File: config.mk
export PLATFORM = sky130hd
export DESIGN_NAME = axi_ram_controller
export DESIGN_NICKNAME = d
export VERILOG_FILES = /design/src/rtl/axi_ram_controller.sv
export SDC_FILE = /design/constraint.sdc
export NUM_CORES = 1
export LEC_CHECK = 0
export ABC_AREA = 1
export CAP_MARGIN = 5
export CORE_ASPECT_RATIO = 1.2
export CORE_MARGIN = 2
export CORE_UTILIZATION = 38
export CTS_BUF_LIST = sky130_fd_sc_hd__clkbuf_8
export DETAILED_ROUTE_END_ITERATION = 8
export PLACE_DENSITY = 0.92
export SLEW_MARGIN = 0
export SYNTH_ARGS = -nofsm -noshare
export SYNTH_HDL_FRONTEND = slang
export SYNTH_SLANG_ARGS = --single-unit
File: constraint.sdc
create_clock -name clk -period 1.9 [get_ports clk]
set_input_delay 0.38 -clock clk [delete_from_list [all_inputs] [get_ports clk]]
set_output_delay 0.38 -clock clk [all_outputs]
set_load 0.02 [all_outputs]
File: src/rtl/axi_ram_controller.sv
// AXI4-Lite responder bridging one bus port to a byte-strobed single-port RAM, one transaction at a time.
// Optional AXI_RAM_RANGE_CHECK_EN: out-of-window addresses answer SLVERR without touching the RAM.
`default_nettype none

module axi_ram_controller #(
    parameter logic [31:0] BASE_ADDR   = 32'h0000_0000,
    parameter int          DEPTH_WORDS = 4096
) (
    input  logic                           clk,
    input  logic                           nrst,
    input  logic                           awvalid,
    output logic                           awready,
    input  logic [31:0]                    awaddr,
    input  logic                           wvalid,
    output logic                           wready,
    input  logic [31:0]                    wdata,
    input  logic [3:0]                     wstrb,
    output logic                           bvalid,
    input  logic                           bready,
    output logic [1:0]                     bresp,
    input  logic                           arvalid,
    output logic                           arready,
    input  logic [31:0]                    araddr,
    output logic                           rvalid,
    input  logic                           rready,
    output logic [31:0]                    rdata,
    output logic [1:0]                     rresp,
    output logic                           ram_req,
    output logic                           ram_we,
    output logic [$clog2(DEPTH_WORDS)-1:0] ram_addr,
    output logic [31:0]                    ram_wdata,
    output logic [3:0]                     ram_strb,
    input  logic [31:0]                    ram_rdata,
    input  logic                           ram_ready
);

    localparam int AW = $clog2(DEPTH_WORDS);

    typedef enum logic [2:0] {
        IDLE    = 3'd0,
        WR_ACC  = 3'd1,
        WR_RESP = 3'd2,
        RD_ACC  = 3'd3,
        RD_RESP = 3'd4
    } state_t;

    state_t state, state_next;

    logic          read_first, read_first_next;
    logic          wr_pend, rd_pend, take_rd, take_wr;
    logic          wr_ok, rd_ok;
    logic [32:0]   wr_off, rd_off;
    logic [AW-1:0] addr_next;
    logic [31:0]   wdata_next, rdata_next;
    logic [3:0]    strb_next;
    logic [1:0]    bresp_next, rresp_next;

    // Bit 32 is the borrow: set when the address lies below BASE_ADDR.
    assign wr_off = {1'b0, awaddr} - {1'b0, BASE_ADDR};
    assign rd_off = {1'b0, araddr} - {1'b0, BASE_ADDR};

`ifdef AXI_RAM_RANGE_CHECK_EN
    assign wr_ok = !wr_off[32] && ((wr_off[31:0] >> (AW + 2)) == 32'd0);
    assign rd_ok = !rd_off[32] && ((rd_off[31:0] >> (AW + 2)) == 32'd0);
`else
    assign wr_ok = 1'b1;
    assign rd_ok = 1'b1;
`endif

    logic unused_bits;
    assign unused_bits = ^{wr_off[32], wr_off[31:AW+2], wr_off[1:0],
                           rd_off[32], rd_off[31:AW+2], rd_off[1:0]};

    assign wr_pend = awvalid && wvalid;
    assign rd_pend = arvalid;
    assign take_rd = (state == IDLE) && rd_pend && (!wr_pend || read_first);
    assign take_wr = (state == IDLE) && wr_pend && !take_rd;

    assign arready = take_rd;
    assign awready = take_wr;
    assign wready  = take_wr;

    always_comb begin
        state_next      = state;
        read_first_next = read_first;
        addr_next       = ram_addr;
        wdata_next      = ram_wdata;
        strb_next       = ram_strb;
        bresp_next      = bresp;
        rresp_next      = rresp;
        rdata_next      = rdata;
        case (state)
            IDLE: begin
                if (take_rd) begin
                    read_first_next = 1'b0;
                    addr_next       = rd_off[AW+1:2];
                    if (rd_ok) begin
                        rresp_next = 2'b00;
                        state_next = RD_ACC;
                    end else begin
                        rresp_next = 2'b10;
                        rdata_next = 32'h0000_0000;
                        state_next = RD_RESP;
                    end
                end else if (take_wr) begin
                    read_first_next = 1'b1;
                    addr_next       = wr_off[AW+1:2];
                    wdata_next      = wdata;
                    strb_next       = wstrb;
                    if (!wr_ok) begin
                        bresp_next = 2'b10;
                        state_next = WR_RESP;
                    end else begin
                        bresp_next = 2'b00;
                        // An all-zero strobe writes nothing, so the RAM is skipped.
                        state_next = (wstrb == 4'b0000) ? WR_RESP : WR_ACC;
                    end
                end
            end
            WR_ACC: begin
                if (ram_ready) state_next = WR_RESP;
            end
            RD_ACC: begin
                if (ram_ready) begin
                    rdata_next = ram_rdata;
                    state_next = RD_RESP;
                end
            end
            WR_RESP: begin
                if (bready) state_next = IDLE;
            end
            RD_RESP: begin
                if (rready) state_next = IDLE;
            end
            default: state_next = IDLE;
        endcase
    end

    always_ff @(posedge clk or negedge nrst) begin
        if (!nrst) begin
            state      <= IDLE;
            read_first <= 1'b1;
            ram_req    <= 1'b0;
            ram_we     <= 1'b0;
            ram_addr   <= '0;
            ram_wdata  <= 32'h0;
            ram_strb   <= 4'h0;
            bvalid     <= 1'b0;
            bresp      <= 2'b00;
            rvalid     <= 1'b0;
            rresp      <= 2'b00;
            rdata      <= 32'h0;
        end else begin
            state      <= state_next;
            read_first <= read_first_next;
            ram_req    <= (state_next == WR_ACC) || (state_next == RD_ACC);
            ram_we     <= (state_next == WR_ACC);
            ram_addr   <= addr_next;
            ram_wdata  <= wdata_next;
            ram_strb   <= strb_next;
            bvalid     <= (state_next == WR_RESP);
            bresp      <= bresp_next;
            rvalid     <= (state_next == RD_RESP);
            rresp      <= rresp_next;
            rdata      <= rdata_next;
        end
    end

endmodule

`default_nettype wire

Yosys cells after proc, flatten, opt, wreduce, memory -nomap -nowiden:

Index checks and enable logic that the tools add are counted.

* register bits: 88
* bits of input ports: 140
* output and inout bits: 91

* equality and inequality tests: 8
* multiplexer cells: 12
* bitwise operators: 1
* reductions and logical operators: 15

Operator list (number)
* two-way mux 12 bit: 2
* two-way mux 3 bit: 6
* one-hot mux 3 bit (5 select lines): 1
* == test 3 x 2 -> 1 bit, second input constant: 4
* == test 3 x 1 -> 1 bit, second input constant: 2
* == test 3 bit, second input constant: 2
* logical AND 1 bit: 5
* logical NOT 4 bit: 1
* AND reduction 2 bit: 2
* logical NOT 3 bit: 1
* AND reduction 3 bit: 1
* logical NOT 1 bit: 2
* logical OR 1 bit: 2
* two-way mux 1 bit: 2
* two-way mux 2 bit: 1
* nonzero test 2 bit: 1
* inverter 1 bit: 1

Longest topological paths before layout:

Gate-level depths: netlist (run 1).

* depth after elaboration: 11
* depth in mapped cells: 10
* mapped depth without buffers: 9

Worst setup path before layout (run 1):

Ideal clock, no wire load.

* path type: flip-flop to output port
* start point: reg state[0]
* end point: out wready
* arrival time: 1309 ps
* data required time: 1520 ps
* slack: 211 ps
* cell stages (with the launch flop): 9
* path buffers: 3
* path through: dfrtp_1 > buf_6 > nor2_4 > nand3_2 > nand2_2 > nand2_2 > inv_4 > buf_6 > buf_4

* longest elaborated chain between the ends: 5
* elaborated cells between the ends (all ways): 6
* those cells by class: reduce/logical: 6

RTL lines
* start: declaration: RTL line 47 `state_t state, state_next;`
* start signal: assignment: RTL line 154 `state <= state_next;`
* logical NOT 3 bit (*): RTL line 76, 77
* logical AND 1 bit (2 in a row): RTL line 76 `assign take_rd = (state == IDLE) && rd_pend && (!wr_pend || read_first);`
* logical NOT 1 bit: RTL line 77 `assign take_wr = (state == IDLE) && wr_pend && !take_rd;`
* logical AND 1 bit (*): RTL line 77
* end: declaration: RTL line 15 `output logic wready,`

Mark *: on every way between the ends. The rest lies on a longest branch, timed or not.

Final worst setup path (run 1):

* start point: reg state[1]
* end point: out awready

* longest elaborated chain between the ends: 5
* elaborated cells between the ends (all ways): 6
* those cells by class: reduce/logical: 6

RTL lines
* logical NOT 3 bit (*): RTL line 76, 77
* logical AND 1 bit (2 in a row): RTL line 76
* logical NOT 1 bit: RTL line 77
* logical AND 1 bit (*): RTL line 77
* end: declaration: RTL line 12 `output logic awready,`

Marks and branches as above.

==> flow_summary.json, run 1 <==
{
  "status": "finished, final reports clean",
  "max_cap_viol_count": 0,
  "crit_fanout": 3,
  "synthCells": 340,
  "synth-seq-cells": 88,
  "total_power_mw": 10.3,
  "place_inst": 651,
  "portBuffers": 186,
  "r2r-start": "state[1]",
  "insertion_delay_ns": 0.36,
  "grt_max_degree": 89,
  "finalWorstSetupSlack_ns": 0.0440,
  "htreeDepth": 3,
  "end_kind": "output port",
  "ff2ff_setup_slack_ns": 0.20,
  "min_period_ns": 1.86,
  "holdBufCountCts": 0,
  "layout-drive-gt1-share": 0.165,
  "yosysWarnings": 0,
  "path_clk_slew_ns": 0.08,
  "clock_sinks": 88,
  "area_growth_pct": 63.8,
  "yosysSeqAreaShare": 0.606,
  "antenna_found_initial": 0,
  "critPathKind": "flip-flop to output port",
  "synth.distinct_cells": 26,
  "peakVddDrop_mv": 0.871,
  "synth_area_leaders": "dfrtp_1 (60%), nand2_1 (13%), mux2_2 (7.4%), nand3_1 (5.4%), mux2_4 (3.3%)",
  "final_antenna_net_count": 0,
  "track_usage": 0.189,
  "leakage_nw": 2.79,
  "hold_slack_ns": 0.0385,
  "finalHoldViolations": 0,
  "fin_nets": 681,
  "power_density_nw_per_um2": 1730,
  "grt_pass1_vias": 3265,
  "dieArea_sq_um": 10400,
  "ios": 231,
  "r2r_end": "ram_wdata[15]",
  "reg2regPathDepth": 11,
  "die_w_um": 93.3,
  "synth_edf_count": 0,
  "overflow": 0,
  "fin_skew_ns": 0.0100,
  "wl_mm": 9.60,
  "vias": 3100,
  "crit_path_start_kind": "flip-flop",
  "clockRootBuffer": "clkbuf_8",
  "core_sq_um": 9420,
  "cp.arrival_ns": 1.48,
  "yosysTopAreaCellShare": 0.599,
  "fmax_mhz": 539,
  "fillers": 714,
  "clockBufferDepth": 2,
  "pre_cts_slack_ns": -0.394,
  "critical_path_required_ns": 1.52,
  "via_per_inst": 4.63,
  "num_rows": 39,
  "yosysTopAreaCell": "dfrtp_1",
  "final_cells": 669,
  "period_share": 0.977,
  "cts_buffers": 9,
  "hpwl_mm": 7.29,
  "drtIter0Drc": 119,
  "synthTopCellsByCount": "nand2_1 (122), dfrtp_1 (87), nand3_1 (39)",
  "finalSetupViolCount": 0,
  "rsz0062_at_grt": "yes",
  "syn_area_sq_um": 3630,
  "n_antenna_cell": 0,
  "die_y_um": 111,
  "place.gp.congestion": 0.779,
  "dr.pass1.iters": 4,
  "synthFlopType": "dfrtp_1",
  "avgSynthCellArea_sq_um": 10.7,
  "cts_tree": "built",
  "crit_path_start": "state[1]",
  "synthMostInstantiatedCell": "nand2_1",
  "remaining_drc_errors": 0,
  "cp-endpoint": "awready",
  "ys_async_sr_fraction": 1.00,
  "worst_hold_path_type": "input pin to async pin",
  "start_util": 0.386,
  "slew_violations": 0,
  "grt_pass1_wl_mm": 15.4,
  "wl_per_cell_um": 14.3
}
## worst min-delay path by stage
| stage | start | to | slack [ns] | depth (start not counted) |
|---|---|---|---|---|
| 2_1_floorplan | nrst | bvalid | 0.08 | 0 |
| 3_3_place_gp | nrst | ram_wdata[2] | 0.44 | 2 |
| 3_5_place_dp | nrst | ram_wdata[8] | 0.45 | 2 |
| 4_1_cts | nrst | ram_wdata[8] | 0.06 | 2 |
| 5_1_grt | nrst | ram_wdata[8] | 0.08 | 2 |
| 6_report | nrst | ram_wdata[8] | 0.04 | 2 |
## what timing repair did
action                     CTS  global route
cloned                       0             0
setup endpoints to repair    3             3
buffers inserted             1             1
gates resized for setup     20             5
pin swaps                    1             5
## per-layer routing
metal	vias to the layer above	routed length, um	GRT usage	share of wire
li1	1481	-	-	-
met4	0	246	0.0853	0.026
met1	1474	3740	0.218	0.39
met3	21	539	0.0401	0.056
met5	-	0	0	0
met2	124	5070	0.330	0.53
## cell families (layout without fill, tap and decap cells)
group | count (synthesis) | after routing | share of synthesized area
simple gates | 178 | 178 | 0.214
flops | 88 | 88 | 0.606
buf+inv | 33 | 236 | 0.0592
mux | 32 | 32 | 0.107
compound gates | 7 | 7 | 0.00964
other cells | 1 | 4 | 0.00103
xor+xnor | 1 | 1 | 0.00241
## per-stage QoR
| step | setup TNS, ns | cell area, sq um | utilization |
|---|---|---|---|
| final | 0 | 5950 | 0.632 |
| after global routing | -0.0563 | 5950 | 0.632 |
| after CTS | 0 | 5920 | 0.629 |
| after detailed placement | -1.13 | 5670 | 0.602 |
| after global placement | -1.12 | 5670 | 0.602 |
| after floorplan | 0 | 3640 | - |
## cell type report
| type | instances | area (sq um) | area share |
|---|---|---|---|
| sequential | 88 | 2210 | 0.371 |
| tap | 123 | 154 | 0.0259 |
| clock inverter | 6 | 108 | 0.0181 |
| clock buffer | 10 | 138 | 0.0231 |
| timing repair buffer | 208 | 2050 | 0.345 |
| inverter | 12 | 47.5 | 0.00799 |
| multi-input combinational | 222 | 1250 | 0.209 |
## where the power goes
| part | switching [mW] | internal (mW) | total (mW) |
|---|---|---|---|
| combinational | 2.76 | 2.69 | 5.45 |
| clock | 0.641 | 0.905 | 1.55 |
| sequential | 0.520 | 2.81 | 3.33 |
## placed cells by master, fill, tap and decap left out
| cell | instances |
|---|---|
| a21oi_1 | 2 |
| nand4_1 | 1 |
| bufinv_16 | 3 |
| xor2_1 | 1 |
| nand2_1 | 121 |
| o21ai_1 | 4 |
| dfrtp_2 | 2 |
| nand3_2 | 3 |
| clkinv_4 | 1 |
| inv_2 | 2 |
| nor2_2 | 1 |
| o21ai_0 | 1 |
| clkinv_2 | 1 |
| nand2_2 | 2 |
| nand3_4 | 1 |
| nor2_1 | 4 |
| buf_12 | 2 |
| clkdlybuf4s50_1 | 182 |
| mux2_2 | 24 |
| buf_6 | 3 |
| clkbuf_8 | 10 |
| inv_4 | 1 |
| dfrtp_1 | 85 |
| inv_1 | 10 |
| nand2_4 | 1 |
| buf_4 | 21 |
| conb_1 | 4 |
| mux2_4 | 8 |
| nand3b_1 | 2 |
| nand3_1 | 39 |
| dfstp_2 | 1 |
| nor2_4 | 3 |
## registers in the layout, summed over array words and instances (netlist names)
name / cells
bvalid: 1
ram_addr: 12
ram_req: 1
ram_strb: 4
ram_wdata: 32
ram_we: 1
rdata: 32
read_first: 1
rvalid: 1
state: 3
## critical path, stage by stage (launching register included)
cell and delay, ns:
dfrtp_2 0.45, inv_2 0.07, nand2_2 0.07, nor2_4 0.13
nand3_2 0.12, nand2_4 0.11, inv_4 0.05, buf_6 0.12
Note: power is estimated with default switching activity, not from simulation.
==> run 2, diff against run 1 <==
--- a/config.mk
+++ b/config.mk
@@ -12,6 +12,7 @@
 export CORE_UTILIZATION = 38
 export CTS_BUF_LIST = sky130_fd_sc_hd__clkbuf_8
 export DETAILED_ROUTE_END_ITERATION = 8
+export MAX_ROUTING_LAYER = met4
 export PLACE_DENSITY = 0.92
 export SLEW_MARGIN = 0
 export SYNTH_ARGS = -nofsm -noshare
==> run 2 against run 1 <==
  * Critical path depth unchanged
  * Die area unchanged
  * Via count increased by 0.19%
  * Sequential power about the same
  * Power about the same
  * Maximum frequency increased by 0.41%
  * Clock power about the same
  * Register-to-register slack about the same
  * First-iteration DRC count decreased by 0.84%
  * Design area unchanged
  * Count of clock-buffer cells in the layout unchanged
  * Clock skew increased by 0.0019 ns
  * Critical path type unchanged
  * Largest power group unchanged
==> flow_summary.json, run 2 (synthesized netlist as in run 1, its figures left out) <==
{
  "finalSetupViolCount": 0,
  "track_usage": 0.194,
  "wl_mm": 9.54,
  "min_period_ns": 1.85,
  "r2r-start": "state[1]",
  "total_power_mw": 10.3,
  "layout-drive-gt1-share": 0.165,
  "worst_hold_path_type": "input pin to async pin",
  "max_cap_viol_count": 0,
  "final_antenna_net_count": 0,
  "hpwl_mm": 7.29,
  "critical_path_required_ns": 1.52,
  "path_clk_slew_ns": 0.08,
  "overflow": 0,
  "grt_pass1_vias": 3265,
  "place.gp.congestion": 0.789,
  "remaining_drc_errors": 0,
  "dr.pass1.iters": 4,
  "vias": 3106,
  "top_regs": "ram_wdata (32), rdata (32), ram_addr (12)",
  "die_w_um": 93.3,
  "grt_pass1_wl_mm": 15.4,
  "period_share": 0.973,
  "clockRootBuffer": "clkbuf_8",
  "via_per_inst": 4.64,
  "insertion_delay_ns": 0.36,
  "wl_per_cell_um": 14.3,
  "ios": 231,
  "r2r_end": "ram_wdata[15]",
  "crit_fanout": 3,
  "reg2regPathDepth": 11,
  "holdBufCountCts": 0,
  "highest_layer": "met4",
  "fin_skew_ns": 0.0119,
  "leakage_nw": 2.79,
  "num_rows": 39,
  "peakVddDrop_mv": 0.872,
  "cts_tree": "built",
  "final_cell_mix": "clkdlybuf4s50_1 (182), nand2_1 (121), dfrtp_1 (85)",
  "rsz0062_at_grt": "yes",
  "placed_cell_area_sq_um": 5670,
  "end_kind": "output port",
  "p_sw_frac": 0.379,
  "finalHoldViolations": 0,
  "cp.arrival_ns": 1.47,
  "slew_violations": 0,
  "pwr-share-clk": 0.150,
  "area_growth_pct": 63.8,
  "m1WireLength_mm": 3.67,
  "status": "finished, final reports clean",
  "seq_power_share": 0.323,
  "p_int_mw": 6.40,
  "finalWorstSetupSlack_ns": 0.0516,
  "fillers": 714,
  "pre_cts_slack_ns": -0.394,
  "die_y_um": 111,
  "cts_buffers": 9,
  "clock_sinks": 88,
  "start_util": 0.386,
  "crit_path_start_kind": "flip-flop",
  "fmax_mhz": 541,
  "final_area_sq_um": 5950,
  "portBuffers": 186,
  "htreeDepth": 3,
  "critPathKind": "flip-flop to output port",
  "ff2ff_setup_slack_ns": 0.21,
  "dr_wl_met2_mm": 5.10,
  "final_common_cell": "clkdlybuf4s50_1",
  "grt_max_degree": 89,
  "core_sq_um": 9420,
  "drtIter0Drc": 118,
  "combPwrFrac": 0.528,
  "antenna_found_initial": 0,
  "clockBufferDepth": 2,
  "power_density_nw_per_um2": 1730,
  "n_antenna_cell": 0,
  "dieArea_sq_um": 10400,
  "wl_met3_um": 529,
  "fin_nets": 681,
  "switchingPower_mw": 3.91
}
[run 2: timing repair]
item,in CTS,in global routing
gates cloned,0,0
setup buffers,1,1
gates resized for setup,20,5
endpoints found under the hold margin,0,0
setup endpoints to repair,3,3
pin swaps,1,5
[run 2: how the worst max path moves through the flow]
stage / start / to / slack [ns] / cells after the start
4_1_cts: state[0] / awready / 0.00006 / 6
3_3_place_gp: awvalid / awready / -0.40 / 8
5_1_grt: state[1] / awready / -0.03 / 7
3_5_place_dp: awvalid / awready / -0.39 / 8
6_report: state[1] / awready / 0.05 / 7
2_1_floorplan: state[0] / wready / 0.21 / 8
[run 2: per-layer routing]
layer | global-route usage | vias to the layer above
met5 | - | -
met3 | 0.0387 | 22
met4 | 0.0853 | 0
li1 | - | 1481
met1 | 0.218 | 1479
met2 | 0.330 | 124
[run 2: layout make-up]
class / count / area, sq um / area share
multi-input combinational: 222 / 1250 / 0.209
tap: 123 / 154 / 0.0259
clock inverter: 6 / 108 / 0.0181
inverter: 12 / 47.5 / 0.00799
timing repair buffer: 208 / 2050 / 0.345
clock buffer: 10 / 138 / 0.0231
sequential: 88 / 2210 / 0.371
[run 2: worst max-delay path, stage by stage, from the launching register on]
cell and delay [ns]:
dfrtp_2 0.45, inv_2 0.07, nand2_2 0.07, nor2_4 0.13
nand3_2 0.12, nand2_4 0.11, inv_4 0.05, buf_6 0.12
[run 2: power groups by stage]
stage	Clock (mW)	Combinational (mW)	Sequential [mW]
after floorplan	0	1.80	4.36
after global placement	0	5.27	3.30
after detailed placement	0	5.40	3.35
after CTS	1.59	5.44	3.33
after global routing	1.67	5.84	3.43
final	1.54	5.44	3.33
[run 2: stage by stage]
stage	setup TNS [ns]	utilization	cells	hold WS, ns
3_5_place_dp	-1.13	0.602	651	0.451
2_1_floorplan	0	-	343	0.0844
5_1_grt	-0.0562	0.632	669	0.0849
3_3_place_gp	-1.12	0.602	651	0.441
4_1_cts	0	0.629	668	0.0583
6_report	0	0.632	669	0.0347
